**config.mk**
```make
export PLATFORM = sky130hd
export DESIGN_NAME = area_sqrt_flat
export DESIGN_NICKNAME = d
export VERILOG_FILES = /design/src/rtl/area_sqrt_if.sv /design/src/rtl/area_sqrt.sv /design/src/flat_wrapper.sv
export SDC_FILE = /design/constraint.sdc
export NUM_CORES = 1
export LEC_CHECK = 0
export ABC_AREA = 1
export CORE_MARGIN = 2
export CORE_UTILIZATION = 55
export CTS_CLUSTER_SIZE = 16
export DETAILED_ROUTE_END_ITERATION = 8
export PLACE_DENSITY_LB_ADDON = 0.05
export SYNTH_ARGS = -nofsm -noshare
export SYNTH_HDL_FRONTEND = slang
export SYNTH_SLANG_ARGS = --single-unit
```
**constraint.sdc**
```tcl
create_clock -name clock -period 2.6 [get_ports clock]
set_input_delay 0.26 -clock clock [delete_from_list [all_inputs] [get_ports clock]]
set_output_delay 0.26 -clock clock [all_outputs]
set_load 0.01 [all_outputs]
```
**src/rtl/area_sqrt_if.sv**
```systemverilog
// Handshake bundle for area_sqrt: area in from the multiplier stage over
// /dav-rfd, root and remainder out to the consumer over /dav-rfd.
interface area_sqrt_if #(
    parameter int W_IN  = 16,
    parameter int W_OUT = W_IN / 2
);
    logic [W_IN-1:0]  data_in;
    logic             dav_in_;
    logic             rfd_in;
    logic [W_OUT-1:0] data_out;
    logic [W_OUT:0]   rem_out;
    logic             dav_out_;
    logic             rfd_out;

    // slave: the sqrt block itself
    modport slave (
        input  data_in, dav_in_, rfd_out,
        output rfd_in, data_out, rem_out, dav_out_
    );

    // master: producer plus consumer environment around the block
    modport master (
        output data_in, dav_in_, rfd_out,
        input  rfd_in, data_out, rem_out, dav_out_
    );
endinterface

```
**src/rtl/area_sqrt.sv**
```systemverilog
// Bit-serial restoring integer square root of a W_IN-bit area, one root bit
// per clock, with /dav-rfd handshakes on both sides.
module area_sqrt #(
    parameter int W_IN  = 16,
    parameter int W_OUT = W_IN / 2
) (
    input  logic       clock,
    input  logic       reset_,
    area_sqrt_if.slave bus
);
    localparam int CNT_W = $clog2(W_OUT + 1);

    typedef enum logic [1:0] {S0, S1, S2, S3} state_t;

    state_t             state_q, state_d;
    logic [W_IN-1:0]    rad_q, rad_d;
    logic [W_OUT+1:0]   rem_q, rem_d;
    logic [W_OUT-1:0]   root_q, root_d;
    logic [CNT_W-1:0]   count_q, count_d;
    logic               rfd_in_q, rfd_in_d;
    logic               dav_out_q, dav_out_d;
    logic [W_OUT-1:0]   data_out_q, data_out_d;
    logic [W_OUT:0]     rem_out_q, rem_out_d;

    logic [W_OUT+1:0]   t, d, rem_step;
    logic [W_OUT-1:0]   root_step;
    logic               ge;

    // One restoring step: bring down two radicand bits, try subtracting 4*root+1.
    always_comb begin
        t         = (rem_q << 2) | {{W_OUT{1'b0}}, rad_q[W_IN-1 -: 2]};
        d         = {root_q, 2'b01};
        ge        = (t >= d);
        rem_step  = ge ? (t - d) : t;
        root_step = {root_q[W_OUT-2:0], ge};
    end

    always_comb begin
        state_d    = state_q;
        rad_d      = rad_q;
        rem_d      = rem_q;
        root_d     = root_q;
        count_d    = count_q;
        rfd_in_d   = rfd_in_q;
        dav_out_d  = dav_out_q;
        data_out_d = data_out_q;
        rem_out_d  = rem_out_q;
        case (state_q)
            S0: begin
                if (!bus.dav_in_) begin
                    rad_d    = bus.data_in;
                    rem_d    = '0;
                    root_d   = '0;
                    count_d  = CNT_W'(W_OUT);
                    rfd_in_d = 1'b0;
                    state_d  = S1;
                end
            end
            S1: begin
                rem_d   = rem_step;
                root_d  = root_step;
                rad_d   = rad_q << 2;
                count_d = count_q - CNT_W'(1);
                if (count_q == CNT_W'(1)) begin
                    data_out_d = root_step;
                    rem_out_d  = (W_OUT + 1)'(rem_step);
                    state_d    = S2;
                end
            end
            S2: begin
                if (bus.rfd_out) begin
                    dav_out_d = 1'b0;
                    state_d   = S3;
                end
            end
            S3: begin
                // Both sides must have closed their handshakes before re-arming.
                if (bus.dav_in_ && !bus.rfd_out) begin
                    dav_out_d = 1'b1;
                    rfd_in_d  = 1'b1;
                    state_d   = S0;
                end
            end
            default: state_d = S0;
        endcase
    end

    always_ff @(posedge clock) begin
        if (!reset_) begin
            state_q    <= S0;
            rfd_in_q   <= 1'b1;
            dav_out_q  <= 1'b1;
            data_out_q <= '0;
            rem_out_q  <= '0;
            count_q    <= '0;
        end else begin
            state_q    <= state_d;
            rfd_in_q   <= rfd_in_d;
            dav_out_q  <= dav_out_d;
            data_out_q <= data_out_d;
            rem_out_q  <= rem_out_d;
            count_q    <= count_d;
        end
    end

    // Working datapath registers carry no meaning outside S1, so no reset.
    always_ff @(posedge clock) begin
        rad_q  <= rad_d;
        rem_q  <= rem_d;
        root_q <= root_d;
    end

    assign bus.rfd_in   = rfd_in_q;
    assign bus.dav_out_ = dav_out_q;
    assign bus.data_out = data_out_q;
    assign bus.rem_out  = rem_out_q;
endmodule

```
**src/flat_wrapper.sv**
```systemverilog
// flat-port wrapper written by rule: the top's interface ports become plain ports
module area_sqrt_flat 
#(
    parameter int W_IN  = 16,
    parameter int W_OUT = W_IN / 2
)
  (clock, reset_, bus_data_in, bus_dav_in_, bus_rfd_out, bus_rfd_in, bus_data_out, bus_rem_out, bus_dav_out_);
  area_sqrt_if #(.W_IN(W_IN), .W_OUT(W_OUT)) bus_i ();
  input  logic clock;
  input  logic reset_;
  input wire logic [$bits(bus_i.data_in)-1:0] bus_data_in;
  input wire logic [$bits(bus_i.dav_in_)-1:0] bus_dav_in_;
  input wire logic [$bits(bus_i.rfd_out)-1:0] bus_rfd_out;
  output wire logic [$bits(bus_i.rfd_in)-1:0] bus_rfd_in;
  output wire logic [$bits(bus_i.data_out)-1:0] bus_data_out;
  output wire logic [$bits(bus_i.rem_out)-1:0] bus_rem_out;
  output wire logic [$bits(bus_i.dav_out_)-1:0] bus_dav_out_;
  assign bus_i.data_in = bus_data_in;
  assign bus_i.dav_in_ = bus_dav_in_;
  assign bus_i.rfd_out = bus_rfd_out;
  assign bus_rfd_in = bus_i.rfd_in;
  assign bus_data_out = bus_i.data_out;
  assign bus_rem_out = bus_i.rem_out;
  assign bus_dav_out_ = bus_i.dav_out_;
  area_sqrt #(.W_IN(W_IN), .W_OUT(W_OUT)) u_core (.clock(clock), .reset_(reset_), .bus(bus_i));
endmodule
```
Yosys cells after proc, flatten, opt, wreduce, memory -nomap -nowiden --
Index checks and enable logic that the tools add are counted.
Operators by class: add/subtract/negate cells 2, magnitude comparators 1, equality and inequality tests 8, multiplexer cells 19, bitwise gates (word level) 1, reductions and logical operators 11
Operators with widths (count):
- case mux 16 bit (2 select lines) | 1
- case mux 8 bit (2 select lines) | 2
- two-way mux 16 bit | 1
- two-way mux 8 bit | 2
- greater-or-equal comparator 10 bit | 1
- bitwise OR 10 x 2 -> 10 bit | 1
- two-way mux 9 bit | 1
- subtractor 9 bit | 1
- two-way mux 2 bit | 4
- case mux 2 bit (4 select lines) | 1
- case mux 4 bit (2 select lines) | 1
- AND reduction 3 bit | 2
- nonzero test 2 bit | 3
- == test 2 bit, second input constant | 2
- == test 4 x 1 -> 1 bit, second input constant | 1
- two-way mux 4 bit | 1
- != test 2 x 1 -> 1 bit, second input constant | 2
- != test 2 bit, second input constant | 2
- case mux 1 bit (2 select lines) | 2
- AND reduction 2 bit | 2
- AND reduction 4 bit | 1
- subtractor 4 x 1 -> 4 bit, second input constant | 1
- two-way mux 1 bit | 3
- == test 2 x 1 -> 1 bit, second input constant | 1
- other kinds (3) | 3
Storage, ports and cells: register bits 57, output and inout bits 19

Longest topological paths before layout --
depth after elaboration 4, depth in mapped cells 13, mapped depth without buffers 13

Worst setup path after synthesis --
OpenSTA, ideal clock, no wires.
kind reg-to-reg, from register u_core.state_q[0], to register u_core.count_q[3], arrival time 1.945 ns, required time 2.530 ns, path slack 0.585 ns, cell stages (with the launch flop) 8, buffers on the path 0, path through dfxtp_1 > inv_1 > ha_1 > nand2_1 > o21ai_0 > inv_1 > o21ai_0 > a21oi_1
Between the ends: word-level cells in the longest chain between the ends 3
Ends and longest elaborated chain:
- start: declaration | line area_sqrt.sv:15 | state_t state_q, state_d;
- start signal: assignment | line area_sqrt.sv:97 | state_q <= state_d;
- == test 2 x 1 -> 1 bit or zero test 2 bit (tied branches) | line area_sqrt.sv:48 | case (state_q)
- nonzero test 2 bit (no source line) or != test 2 bit (tied branches)
- AND reduction 2 bit (no source line)
- end signal: assignment | line area_sqrt.sv:102 | count_q <= count_d;
- end: declaration | line area_sqrt.sv:19 | logic [CNT_W-1:0] count_q, count_d;
Parallel ways exist; a longest one is shown, timed or not. A chain may end at the register's enable or synchronous reset.

Worst setup path in the final report --
from register u_core.state_q[0], to register u_core.rem_q[2], enable pin
Between the ends: word-level cells in the longest chain between the ends 3
Ends and longest elaborated chain:
- == test 2 x 1 -> 1 bit or zero test 2 bit (tied branches) | line area_sqrt.sv:48
- nonzero test 2 bit (no source line) or != test 2 bit (tied branches)
- AND reduction 2 bit (no source line) (*)
- end signal: assignment | line area_sqrt.sv:109 | rem_q <= rem_d;
- end: declaration | line area_sqrt.sv:17 | logic [W_OUT+1:0] rem_q, rem_d;
Every way passes the cells marked *; elsewhere a longest branch is shown, timed or not.

==> metrics.txt <==
status=complete, no violations; sequential element share of the synthesized area=0.474; Final Max Slew Viols=0; Cell Area, Synth=3080 um2; Setup crit start kind=flop; Distinct cells, synth=34; number of I/O port buffers=38; cell taking the most area after synthesis=edfxtp_1; top sig layer=met4; IO Pins=39; Via density=4.98; placed cells=470; Synth Instances=365; Post-Layout Cell Count=486; Worst-Margin Slew=523 ps; Sw Pwr=2150 uW; post-CTS setup buffers=0; CTS tree=built; Critical Path RT=2680 ps; combinational fraction of design power=0.509; Core Box Area=5470 um2; Ys Warns=0; syn avg cell area=8.45 um2; DRC errors left=0; Initial DRT Pass Iterations=4; grt ovf=0; drt total wl=6.36 mm; Tmin final=1980 ps; wl on met1=2.85 mm; Rows=27; nature of the critical path endpoint=flop; Synth top area share=0.312; total track usage=0.225; ant diodes=0; RSZ-0062 raised after global routing=false; Max VDD drop=0.000808 V; Routed Antenna Nets=0; R2R Setup Slk=620 ps; drt wl/cell=13.1 um; CTS max path bufs=2; final setup vio count=0; initial antenna violation count=0; Nets=445; CTS buffer count=9; worst hold path class=flop to flop; Pint=2720 uW; die area=6220 um2; Final Cycle Share=0.762; Arr. time, crit path=2060 ps; Tot Pwr=4880 uW; CTS Hold Buffers Added=0; relative slew slack=0.647; clock-pin slew on the worst setup and hold paths=60 ps; Setup TNS Final=0 ps; share of layout cells above drive strength 1=0.0966; Switching Fraction=0.441; post_cts resized=0; Clk pwr share=0.165; Clock H-tree levels=3; DIE HEIGHT=78.9 um; Area Growth Syn to Fin=20.6%; Root Driver=clkbuf_8; leading cell types by total area after synthesis=edfxtp_1 (31%), dfxtp_1 (16%), nand2_1 (14%); Yosys reg bits=57; Initial Utilization=0.564; HPWL Detailed=4.47 mm; Final GP Congestion=0.845; number of global-route vias before repair=2348; syn_nets=401; Crit Path Class=flop to flop; global-route wire length before repair=10.6 mm; largest net degree at the start of global routing=28; Max Cap Violations=0; Leak=0.00174 uW; die width=78.9 um; clock insertion delay at the later pin of the skew report=340 ps; pwr/cell area=1310 nW/um2; Initial DRC Count=110; skew final=13.8 ps; met3 routed WL=224 um; WL met2=3.13 mm; clk sinks=57; Hold Violations, Final=0; FMAX=505 MHz; vias post-DR=2418; register share of total power=0.326; post-layout util=0.680; CP max FO=27
==> state kept, by name (all words and copies together), names as in the netlist <==
name	count
u_core.root_q	8
u_core.count_q	4
u_core.rem_q	8
u_core.bus.data_out	8
u_core.state_q	2
u_core.rad_q	16
u_core.bus.rem_out	9
u_core.bus.dav_out_	1
u_core.bus.rfd_in	1
==> stage by stage <==
stage	setup slack (ps)	hold WS, ps	area (um2)
after CTS	644	463	3720
after global routing	456	486	3720
after detailed placement	665	454	3530
final	619	459	3720
after global placement	675	449	3530
after floorplan	585	439	3080
==> worst paths after layout <==
path                          startpoint                      to  cells after the start
setup / recovery       u_core.state_q[0]         u_core.rem_q[2]                      5
hold / removal    u_core.bus.data_out[6]  u_core.bus.data_out[6]                      2
setup reg to reg       u_core.state_q[0]         u_core.rem_q[2]                      5
hold reg to reg   u_core.bus.data_out[6]  u_core.bus.data_out[6]                      2
==> power groups by stage <==
stage	Combinational, uW	Sequential, uW	Clock, uW
floorplan	1890	1570	0
global placement	2420	1590	0
detailed placement	2470	1600	0
CTS	2490	1590	826
global route	2820	1620	862
finish	2480	1590	805
==> cells in the final DEF, fill, tap and decap left out, types with 7 or more instances in the layout <==
cell type,n
inv_1,60
nand2_1,114
o21ai_0,7
ha_1,16
clkdlybuf4s50_1,38
o21a_1,8
clkbuf_8,9
dfxtp_1,25
a21oi_1,26
nor2_1,7
nand3_1,23
edfxtp_1,32
==> Yosys cell counts <==
master and n:
nand2_4 2, nand3b_1 1, buf_1 1, a21oi_1 26
a21o_1 1, a21oi_2 1, o2111ai_1 1, a21boi_0 1
o21ai_0 7, o31a_1 1, inv_1 60, o22ai_1 1
ha_1 16, nand2_1 114, dfxtp_1 25, xor2_1 3
nor2_8 1, a31oi_1 1, o221ai_1 1, nand4_4 1
o21a_1 8, nor2_1 7, clkbuf_8 3, nor3_1 1
edfxtp_1 32, buf_2 1, inv_2 2, clkbuf_1 4
xnor2_1 2, o211ai_1 2, nand2_2 6, nor2_4 4
nand3_2 5, nand3_1 23
==> area by class of cell <==
class | count | area, um2
timing repair buffer | 42 | 423
clock inverter | 5 | 56.3
inverter | 62 | 233
fill | 483 | 1750
multi-input combinational | 237 | 1330
clock buffer | 11 | 131
tap | 72 | 90.1
sequential | 57 | 1460
==> kinds of logic after synthesis <==
family,count (synthesis),share of synthesized area
AND/OR/NAND/NOR,165,0.252
buffers and inverters,71,0.0965
flip-flops,57,0.474
AO/OA/AOI/OAI,51,0.0982
adder cells (fa/ha/maj),16,0.0649
XOR/XNOR,5,0.0142
==> metal layers <==
metal | GRT usage | up-vias
met2 | 0.384 | 49
li1 | - | 1260
met5 | 0 | -
met3 | 0.0523 | 13
met1 | 0.271 | 1096
met4 | 0.103 | 0
==> worst max-delay path, stage by stage, from the launching register on <==
cell     delay (ps)
dfxtp_1         380
inv_1            90
ha_1            250
o21ai_0         450
inv_1           300
buf_12          250
Note: power is estimated with default switching activity, not from simulation.
